==> src/rtl/dmem_arb_pkg.sv <==
// Shared definitions for the data-memory port arbiter: arbitration modes,
// port identifiers and the default lock bound.
package dmem_arb_pkg;

   typedef enum logic [1:0] {
      MODE_ARB   = 2'd0,
      MODE_LOCK0 = 2'd1,
      MODE_LOCK1 = 2'd2
   } arb_mode_e;

   localparam logic        PORT0            = 1'b0;
   localparam logic        PORT1            = 1'b1;
   localparam int unsigned DEFAULT_MAX_LOCK = 4;

   function automatic arb_mode_e lock_mode(input logic port);
      return (port == PORT1) ? MODE_LOCK1 : MODE_LOCK0;
   endfunction

endpackage

==> src/rtl/rr_lock_sel.sv <==
// Grant decision for two requesters: round-robin between unlocked requests,
// bounded ownership when a port asks to keep the memory for its next access.
module rr_lock_sel
   import dmem_arb_pkg::*;
#(
   parameter int unsigned MAX_LOCK = DEFAULT_MAX_LOCK
) (
   input  logic       CLK,
   input  logic       RSTn,
   input  logic [1:0] req_i,
   input  logic [1:0] lock_i,
   output logic [1:0] gnt_o
);

   localparam int unsigned LCW = $clog2(MAX_LOCK + 1);

   arb_mode_e        mode_q, mode_d;
   logic             prio_q, prio_d;
   logic [LCW-1:0]   cnt_q,  cnt_d;
   logic [1:0]       gnt;
   logic             owner;
   logic             win;

   // NOTE: every signal assigned here gets a default first, so no path leaves
   // it unassigned and no latch is inferred.
   always_comb begin
      gnt    = '0;
      mode_d = mode_q;
      prio_d = prio_q;
      cnt_d  = cnt_q;
      win    = PORT0;
      owner  = (mode_q == MODE_LOCK1);

      if (mode_q != MODE_ARB && req_i[owner]) begin
         if (cnt_q == LCW'(MAX_LOCK) && req_i[~owner]) begin
            // Lock budget spent and the other port is waiting: hand over.
            gnt[~owner] = 1'b1;
            prio_d      = owner;
            mode_d      = lock_i[~owner] ? lock_mode(~owner) : MODE_ARB;
            cnt_d       = lock_i[~owner] ? LCW'(1) : '0;
         end else begin
            gnt[owner] = 1'b1;
            if (cnt_q != LCW'(MAX_LOCK)) cnt_d = cnt_q + 1'b1;
            mode_d = lock_i[owner] ? lock_mode(owner) : MODE_ARB;
         end
      end else begin
         // Unlocked, or the owner dropped its request: plain round-robin.
         mode_d = MODE_ARB;
         if (req_i != 2'b00) begin
            win      = (req_i == 2'b11) ? prio_q : req_i[1];
            gnt[win] = 1'b1;
            prio_d   = ~win;
            mode_d   = lock_i[win] ? lock_mode(win) : MODE_ARB;
            cnt_d    = lock_i[win] ? LCW'(1) : '0;
         end
      end
   end

   assign gnt_o = RSTn ? gnt : 2'b00;

   // NOTE: sequential state uses non-blocking assignments so every register
   // samples the pre-edge values regardless of statement order.
   always_ff @(posedge CLK) begin
      if (!RSTn) begin
         mode_q <= MODE_ARB;
         prio_q <= PORT0;
         cnt_q  <= '0;
      end else begin
         mode_q <= mode_d;
         prio_q <= prio_d;
         cnt_q  <= cnt_d;
      end
   end

endmodule

==> src/rtl/dmem_port_arbiter.sv <==
// Shares the single-port data SRAM between the core data port (0) and the
// debug/loader master (1); tracks read returns and counts contention cycles.
module dmem_port_arbiter
   import dmem_arb_pkg::*;
#(
   parameter int unsigned AWIDTH   = 12,
   parameter int unsigned DWIDTH   = 32,
   parameter int unsigned MAX_LOCK = DEFAULT_MAX_LOCK,
   parameter int unsigned CNTW     = 16
) (
   input  logic              CLK,
   input  logic              RSTn,
   input  logic              REQ0,
   input  logic              REQ1,
   input  logic              LOCK0,
   input  logic              LOCK1,
   input  logic              WE0,
   input  logic              WE1,
   input  logic [3:0]        BE0,
   input  logic [3:0]        BE1,
   input  logic [AWIDTH-1:0] ADDR0,
   input  logic [AWIDTH-1:0] ADDR1,
   input  logic [DWIDTH-1:0] WDATA0,
   input  logic [DWIDTH-1:0] WDATA1,
   output logic              GNT0,
   output logic              GNT1,
   output logic              RVALID0,
   output logic              RVALID1,
   output logic [DWIDTH-1:0] RDATA0,
   output logic [DWIDTH-1:0] RDATA1,
   output logic              MEM_CSN,
   output logic              MEM_WEN,
   output logic [3:0]        MEM_BE,
   output logic [AWIDTH-1:0] MEM_ADDR,
   output logic [DWIDTH-1:0] MEM_DI,
   input  logic [DWIDTH-1:0] MEM_DOUT,
   output logic [CNTW-1:0]   CONFLICT_CNT
);

   logic [1:0]      gnt;
   logic            any_gnt;
   logic            win_we;
   logic [1:0]      rd_pend_q;
   logic [CNTW-1:0] conflict_q;

   rr_lock_sel #(.MAX_LOCK(MAX_LOCK)) u_sel (
      .CLK    (CLK),
      .RSTn   (RSTn),
      .req_i  ({REQ1, REQ0}),
      .lock_i ({LOCK1, LOCK0}),
      .gnt_o  (gnt)
   );

   assign GNT0    = gnt[0];
   assign GNT1    = gnt[1];
   assign any_gnt = |gnt;

   // Port 0 is the default mux leg, so an idle bus shows port-0 address/data.
   assign win_we   = gnt[1] ? WE1 : WE0;
   assign MEM_CSN  = ~any_gnt;
   assign MEM_WEN  = ~(any_gnt & win_we);
   assign MEM_BE   = (any_gnt & win_we) ? (gnt[1] ? BE1 : BE0) : 4'b0000;
   assign MEM_ADDR = gnt[1] ? ADDR1  : ADDR0;
   assign MEM_DI   = gnt[1] ? WDATA1 : WDATA0;

   assign RVALID0 = rd_pend_q[0];
   assign RVALID1 = rd_pend_q[1];
   assign RDATA0  = MEM_DOUT;
   assign RDATA1  = MEM_DOUT;

   assign CONFLICT_CNT = conflict_q;

   always_ff @(posedge CLK) begin
      if (!RSTn) begin
         rd_pend_q  <= 2'b00;
         conflict_q <= '0;
      end else begin
         rd_pend_q <= gnt & ~{WE1, WE0};
         if (REQ0 && REQ1 && conflict_q != {CNTW{1'b1}})
            conflict_q <= conflict_q + 1'b1;
      end
   end

endmodule

==> config.mk <==
export PLATFORM = sky130hd
export DESIGN_NAME = dmem_port_arbiter
export DESIGN_NICKNAME = d
export VERILOG_FILES = /design/src/rtl/dmem_arb_pkg.sv /design/src/rtl/rr_lock_sel.sv /design/src/rtl/dmem_port_arbiter.sv
export SDC_FILE = /design/constraint.sdc
export NUM_CORES = 1
export LEC_CHECK = 0
export CAP_MARGIN = 10
export CORE_AREA = 5 5 101 103
export DETAILED_ROUTE_END_ITERATION = 8
export DIE_AREA = 0 0 106 108
export DONT_BUFFER_PORTS = 1
export PLACE_DENSITY = 0.42
export RECOVER_POWER = 25
export SYNTH_ARGS = -nofsm -noshare
export SYNTH_HDL_FRONTEND = slang
export SYNTH_SLANG_ARGS = --single-unit
export TNS_END_PERCENT = 100
==> constraint.sdc <==
create_clock -name CLK -period 2.18 [get_ports CLK]
set_clock_uncertainty 0.1 [all_clocks]
set_input_delay 0.436 -clock CLK [delete_from_list [all_inputs] [get_ports CLK]]
set_output_delay 0.436 -clock CLK [all_outputs]
set_load 0.01 [all_outputs]
==> results of run 1 <==
-- per-stage QoR --
| stage | total power (W) | TNS (ns) |
|---|---|---|
| after global routing | 0.001302 | -19.44 |
| after global placement | 0.0008052 | -0.8993 |
| final | 0.001253 | -15.72 |
| after floorplan | 0.0008692 | -1.793 |
| after CTS | 0.001242 | -17.00 |
| after detailed placement | 0.0008052 | -1.443 |
-- flip-flops by register name, indices dropped and copies added, names as in the netlist --
register	flops
u_sel.prio_q	1
u_sel.cnt_q	3
u_sel.mode_q	2
rd_pend_q	2
CONFLICT_CNT	16
-- power groups by stage --
stage / Clock (W) / Sequential [W] / Combinational (W)
floorplan: 0 / 0.000468 / 0.000401
global placement: 0 / 0.000465 / 0.000340
detailed placement: 0 / 0.000465 / 0.000340
CTS: 0.000425 / 0.000456 / 0.000361
global route: 0.000438 / 0.000457 / 0.000408
finish: 0.000412 / 0.000455 / 0.000386
-- layer usage --
layer / vias to the layer above / track usage / wire [um]
met4: 6 / 0.03978 / 107
met2: 118 / 0.2209 / 4376
met5: - / 0 / 33
met1: 913 / 0.1632 / 3612
li1: 893 / - / -
met3: 18 / 0.07642 / 1198
-- repair_timing --
item	in CTS	in global routing
setup buffers	1	2
endpoints found under the setup margin	51	51
gates resized for setup	7	14
pin swaps	1	1
cloned	1	2
-- cell families (layout without fill, tap and decap cells) --
family,Yosys count,in the layout,synth area share
and+or+nand+nor,92,92,0.1812
buffers and inverters,81,46,0.2247
muxes,50,50,0.2701
AOI/OAI and AO/OA,36,36,0.1050
DFF,24,24,0.1816
xor gates and xnor gates,7,7,0.02318
adders and majority gates,3,3,0.01419
-- cell type report --
| type | instances | area share |
|---|---|---|
| multi-input combinational | 188 | 0.5991 |
| clock buffer | 3 | 0.01517 |
| sequential | 24 | 0.1779 |
| tap | 111 | 0.05103 |
| timing repair buffer | 37 | 0.1389 |
| clock inverter | 1 | 0.01103 |
| inverter | 5 | 0.006897 |
-- how the worst max path moves through the flow --
stage | from | to | cells past startpoint
2_1_floorplan | u_sel.cnt_q[1]$_SDFFE_PN0P_ | MEM_ADDR[10] | 7
3_3_place_gp | u_sel.cnt_q[1]$_SDFFE_PN0P_ | MEM_DI[31] | 7
3_5_place_dp | u_sel.cnt_q[1]$_SDFFE_PN0P_ | MEM_DI[31] | 7
4_1_cts | u_sel.cnt_q[1]$_SDFFE_PN0P_ | MEM_DI[18] | 8
5_1_grt | u_sel.cnt_q[1]$_SDFFE_PN0P_ | MEM_BE[3] | 10
6_report | u_sel.cnt_q[1]$_SDFFE_PN0P_ | MEM_DI[8] | 8
-- placed cells by master, fill, tap and decap left out, types with 2 or more instances in the layout --
cell       count
clkbuf_8       3
nand2_1       33
clkbuf_16      2
inv_2          3
ha_1           2
and4_1         4
nor2b_1        2
a32o_1         2
mux2i_1        4
buf_12         3
nor4_1         3
a31oi_1        4
nand3_1       12
o21bai_1       3
o21a_1         2
mux2_4        44
o311ai_1       2
and2_1         6
dfxtp_2        3
o21ai_0        5
buf_4         30
xor2_1         6
and3_1         2
nand4_1        2
inv_1          2
nor3_1         2
dfxtp_1       21
o21ai_1        4
nor2_1        13
nand2b_1       5
a2111oi_0      2
a21oi_1        3
mux2i_4        2
==> results.tsv, run 1 <==
metric	value	unit
rrSetupSlack	0.19	ns
arrival	1.99	ns
syn2layout_area_growth	2.886	%
p_int	0.0009022	W
timing.critical_path.cells	inv_2 -> ha_4 -> nand3_4 -> mux2i_4 -> o221ai_4 -> buf_12 -> clkbuf_16 -> mux2_4	
holdPathEnd	rd_pend_q[0]$_SDFF_PN0_	
insertion_delay	0.28	ns
grt_pass1_wl	11.85	mm
netSwitchingFraction	0.2802	
path_class	reg2out	
yosysWarnings	0	
maxSlewViolCount	0	
async_flop_share	0	
hold_slack	0.1172	ns
hold_depth	1	
r2r_cells	6	
timing.final.hold_violations	0	
hold_path.startpoint	WE0	
dpl_cell_area	2489	um2
antenna_found_initial	3	
ys_seq_area_frac	0.1816	
cp_max_fo	9	
period_needed	2.524	ns
ys_types	47	
cts-buffers-inserted	3	
p_comb_frac	0.308	
synth_area_leader_cell	mux2_4	
clk_pin_slew	0.09	ns
seq_area	484.2	um2
drc_errors	0	
die_h	108	um
place_ws	-0.08687	ns
worstSetupStartpointType	register	
design_area	2721	um2
ys_ff_latch	24	
grt-ovfl-total	0	
power_frac_clock	0.328	
max_stage_delay	0.33	ns
io_buffers	0	
grtUsageTotal	0.1395	
wire_per_inst	25.28	um
stdcell_count	369	
r2r_end	CONFLICT_CNT[5]$_SDFFE_PN0P_	
fmax	396.2	MHz
violations	negative setup slack	
utilization	0.2988	
final_nets	398	
syn-cell-area	2645	um2
first_global_vias	1805	
switching_power	0.0003512	W
ant_nets	0	
leakage	1.165	nW
hp-class	in2reg	
gp_congestion	0.7462	
worst-path-buf-inv	3	
synth_cells	293	
cp-end-kind	output port	
worst_slack	-0.3439	ns
critical_path_required	1.64	ns
ctsRootBufferMaster	clkbuf_8	
vias	1948	
cts_sinks	24	
multiInputGateArea	1630	um2
drtIter0Drc	79	
worstReg2RegStart	CONFLICT_CNT[0]$_SDFFE_PN0P_	
dp_cells	360	
fillers	941	
wl	9.328	mm
hold_buffers	0	
routed_via_density	5.279	
cellPowerDensity	460.6	nW/um2
firstDrtPassIters	4	
synthFlopType	dfxtp_1	
start_util	0.2904	
seqPwrFrac	0.363	
die_area	11450	um2
status	finished, violations left	
synth_top_area_share	0.2214	
yosysMostFrequentCell	buf_4	
place_hpwl	7.778	mm
tightest_slew	0.4708	ns
tritoncts	done	
setup_violations	50	
drv_cap	0	
synthTopCellsByCount	buf_4, mux2_4, nand2_1, dfxtp_1	
cts_htree_levels	1	
io_pins	270	
ir_drop	0.0002380	V
placeableCoreArea	9109	um2
slew_headroom	0.6862	
clock_path_buffers	2	
diodes	0	
grt_setup_unrepaired	yes	
die_w	106	um
std_cell_rows	35	
synth_nets	432	
cpMaxStageDelayCell	dfxtp_2	
drive_gt1_frac	0.3992	
synth-edff-count	0	
avgSynthCellArea	9.027	um2
grt_max_degree	20	
synthTopCellsByArea	mux2_4, dfxtp_1, buf_4, nand2_1, buf_6	
fin_crit_sh	1.158	
cp_top_family	multiplexers	
(Power assumes the default switching activity.)
==> run 2, diff against run 1 <==
- CORE_AREA: 5 5 101 103 -> 2 2 104 106
- HOLD_SLACK_MARGIN: not set -> 0.06
- PLACE_DENSITY: 0.42 -> 0.38
==> results.tsv, run 2 (same netlist as run 1, synthesis figures left out) <==
metric	value	unit	change
status	finished, violations left		unchanged
violations	negative setup slack		unchanged
wl_met3	1.082	mm	was 1.198 mm
wire_per_inst	21.90	um	was 25.28 um
grt-ovfl-total	0		unchanged
io_pins	270		unchanged
wl	8.673	mm	was 9.328 mm
timing.critical_path.cells	inv_2 -> ha_4 -> nand3_4 -> mux2i_4 -> o221ai_4 -> buf_6 -> buf_16 -> mux2_4		was inv_2 -> ha_4 -> nand3_4 -> mux2i_4 -> o221ai_4 -> buf_12 -> clkbuf_16 -> mux2_4
final_nets	399		was 398
cp_top_family	multiplexers		unchanged
dpl_cell_area	2482	um2	was 2489 um2
largest_reg_flops	16		unchanged
ctsRootBufferMaster	clkbuf_8		unchanged
hp-class	in2reg		unchanged
cts_sinks	24		unchanged
insertion_delay	0.28	ns	about the same
worst_slack	-0.3359	ns	was -0.3439 ns
leakage	1.201	nW	was 1.165 nW
power_frac_clock	0.323		was 0.328
drive_gt1_frac	0.4363		was 0.3992
firstDrtPassIters	4		unchanged
arrival	1.98	ns	was 1.99 ns
tritoncts	done		unchanged
cp-end-kind	output port		unchanged
start_util	0.2585		was 0.2904
maxSlewViolCount	0		unchanged
drc_errors	0		unchanged
worst-path-buf-inv	3		unchanged
drt-met1-wl	3.219	mm	was 3.612 mm
die_w	106	um	unchanged
netSwitchingFraction	0.2831		was 0.2802
clock_path_buffers	2		unchanged
seqPwrFrac	0.354		was 0.363
drtIter0Drc	82		was 79
drv_cap	0		unchanged
critical_path_required	1.64	ns	about the same
cp_max_fo	10		was 9
cts_htree_levels	1		unchanged
p_int	0.0009215	W	was 0.0009022 W
utilization	0.2802		was 0.2988
tightest_slew	0.4793	ns	was 0.4708 ns
first_global_vias	1894		was 1805
die_area	11450	um2	unchanged
p_comb_frac	0.323		was 0.308
fmax	397.5	MHz	was 396.2 MHz
max_stage_delay	0.33	ns	about the same
hold_slack	0.1207	ns	was 0.1172 ns
worstSetupStartpointType	register		unchanged
ant_nets	0		unchanged
layout_common_cells	mux2_4, nand2_1, buf_4		unchanged
place_hpwl	6.845	mm	was 7.778 mm
syn2layout_area_growth	8.373	%	was 2.886%
place_ws	-0.1091	ns	was -0.08687 ns
grt_pass1_wl	11.83	mm	was 11.85 mm
antenna_found_initial	3		unchanged
grt_setup_unrepaired	yes		unchanged
path_class	reg2out		unchanged
placeableCoreArea	10230	um2	was 9109 um2
slew_headroom	0.6805		was 0.6862
design_area	2867	um2	was 2721 um2
setup_violations	50		unchanged
ir_drop	0.0002082	V	was 0.0002380 V
routed_via_density	4.889		was 5.279
vias	1936		was 1948
io_buffers	0		unchanged
cellPowerDensity	448.5	nW/um2	was 460.6 nW/um2
period_needed	2.516	ns	was 2.524 ns
die_h	108	um	unchanged
timing.final.hold_violations	0		unchanged
cpMaxStageDelayCell	dfxtp_2		unchanged
dr.max_layer_used	met5		unchanged
grt_max_degree	20		unchanged
clk_pin_slew	0.09	ns	about the same
gp_congestion	0.7013		was 0.7462
wl_met2	4.233	mm	was 4.376 mm
fin_crit_sh	1.154		was 1.158
final_common_cell	mux2_4		unchanged
dp_cells	380		was 360
cts-buffers-inserted	3		unchanged
stdcell_count	396		was 369
std_cell_rows	37		was 35
switching_power	0.0003640	W	was 0.0003512 W
grtUsageTotal	0.1370		was 0.1395
-- run 2: repair_timing --
action                                  CTS  global route
setup buffers                             3             3
gates cloned                              4             1
pin swaps                                 1             1
gates resized for setup                  30             6
endpoints found under the setup margin   51            51
hold buffers                              0             0
-- run 2: final timing paths --
kind,startpoint,end,slack [ns],cells past startpoint
max,u_sel.cnt_q[1]$_SDFFE_PN0P_,MEM_DI[10],-0.34,8
min,WE0,rd_pend_q[0]$_SDFF_PN0_,0.12,1
max reg2reg,CONFLICT_CNT[0]$_SDFFE_PN0P_,CONFLICT_CNT[5]$_SDFFE_PN0P_,0.16,6
min reg2reg,CONFLICT_CNT[15]$_SDFFE_PN0P_,CONFLICT_CNT[15]$_SDFFE_PN0P_,0.44,2
-- run 2: through the flow --
stage               power (W)  setup TNS (ns)
floorplan           0.0008692          -1.793
global placement    0.0007944          -1.936
detailed placement  0.0007964          -2.717
CTS                  0.001285          -15.98
global route         0.001344          -19.47
finish               0.001285          -15.27
-- run 2: per-layer routing --
metal,up-vias,global-route usage
met3,12,0.06570
met1,906,0.1559
met2,116,0.2263
li1,898,-
met5,-,0
met4,4,0.04605
-- run 2: worst register-to-register path, cell delays in order, from the launching register on --
cell and delay, ns:
dfxtp_1 0.35, ha_1 0.25, nand3_1 0.12, or2_0 0.37, o31ai_4 0.44, o311ai_0 0.21
o41ai_1 0.10
-- run 2: layout make-up --
type,count,area (um2)
antenna,1,2.502
clock buffer,3,41.29
clock inverter,1,30.03
fill,1091,7365
inverter,5,21.27
multi-input combinational,188,1678
sequential,24,484.2
tap,136,170.2
timing repair buffer,38,439.2
-- run 2: power by group through the flow --
stage               Combinational, W  Clock, W  Sequential, W
CTS                         0.000401  0.000429       0.000455
global placement            0.000329         0       0.000465
global route                0.000442  0.000446       0.000456
floorplan                   0.000401         0       0.000468
detailed placement          0.000331         0       0.000465
finish                      0.000415  0.000415       0.000455
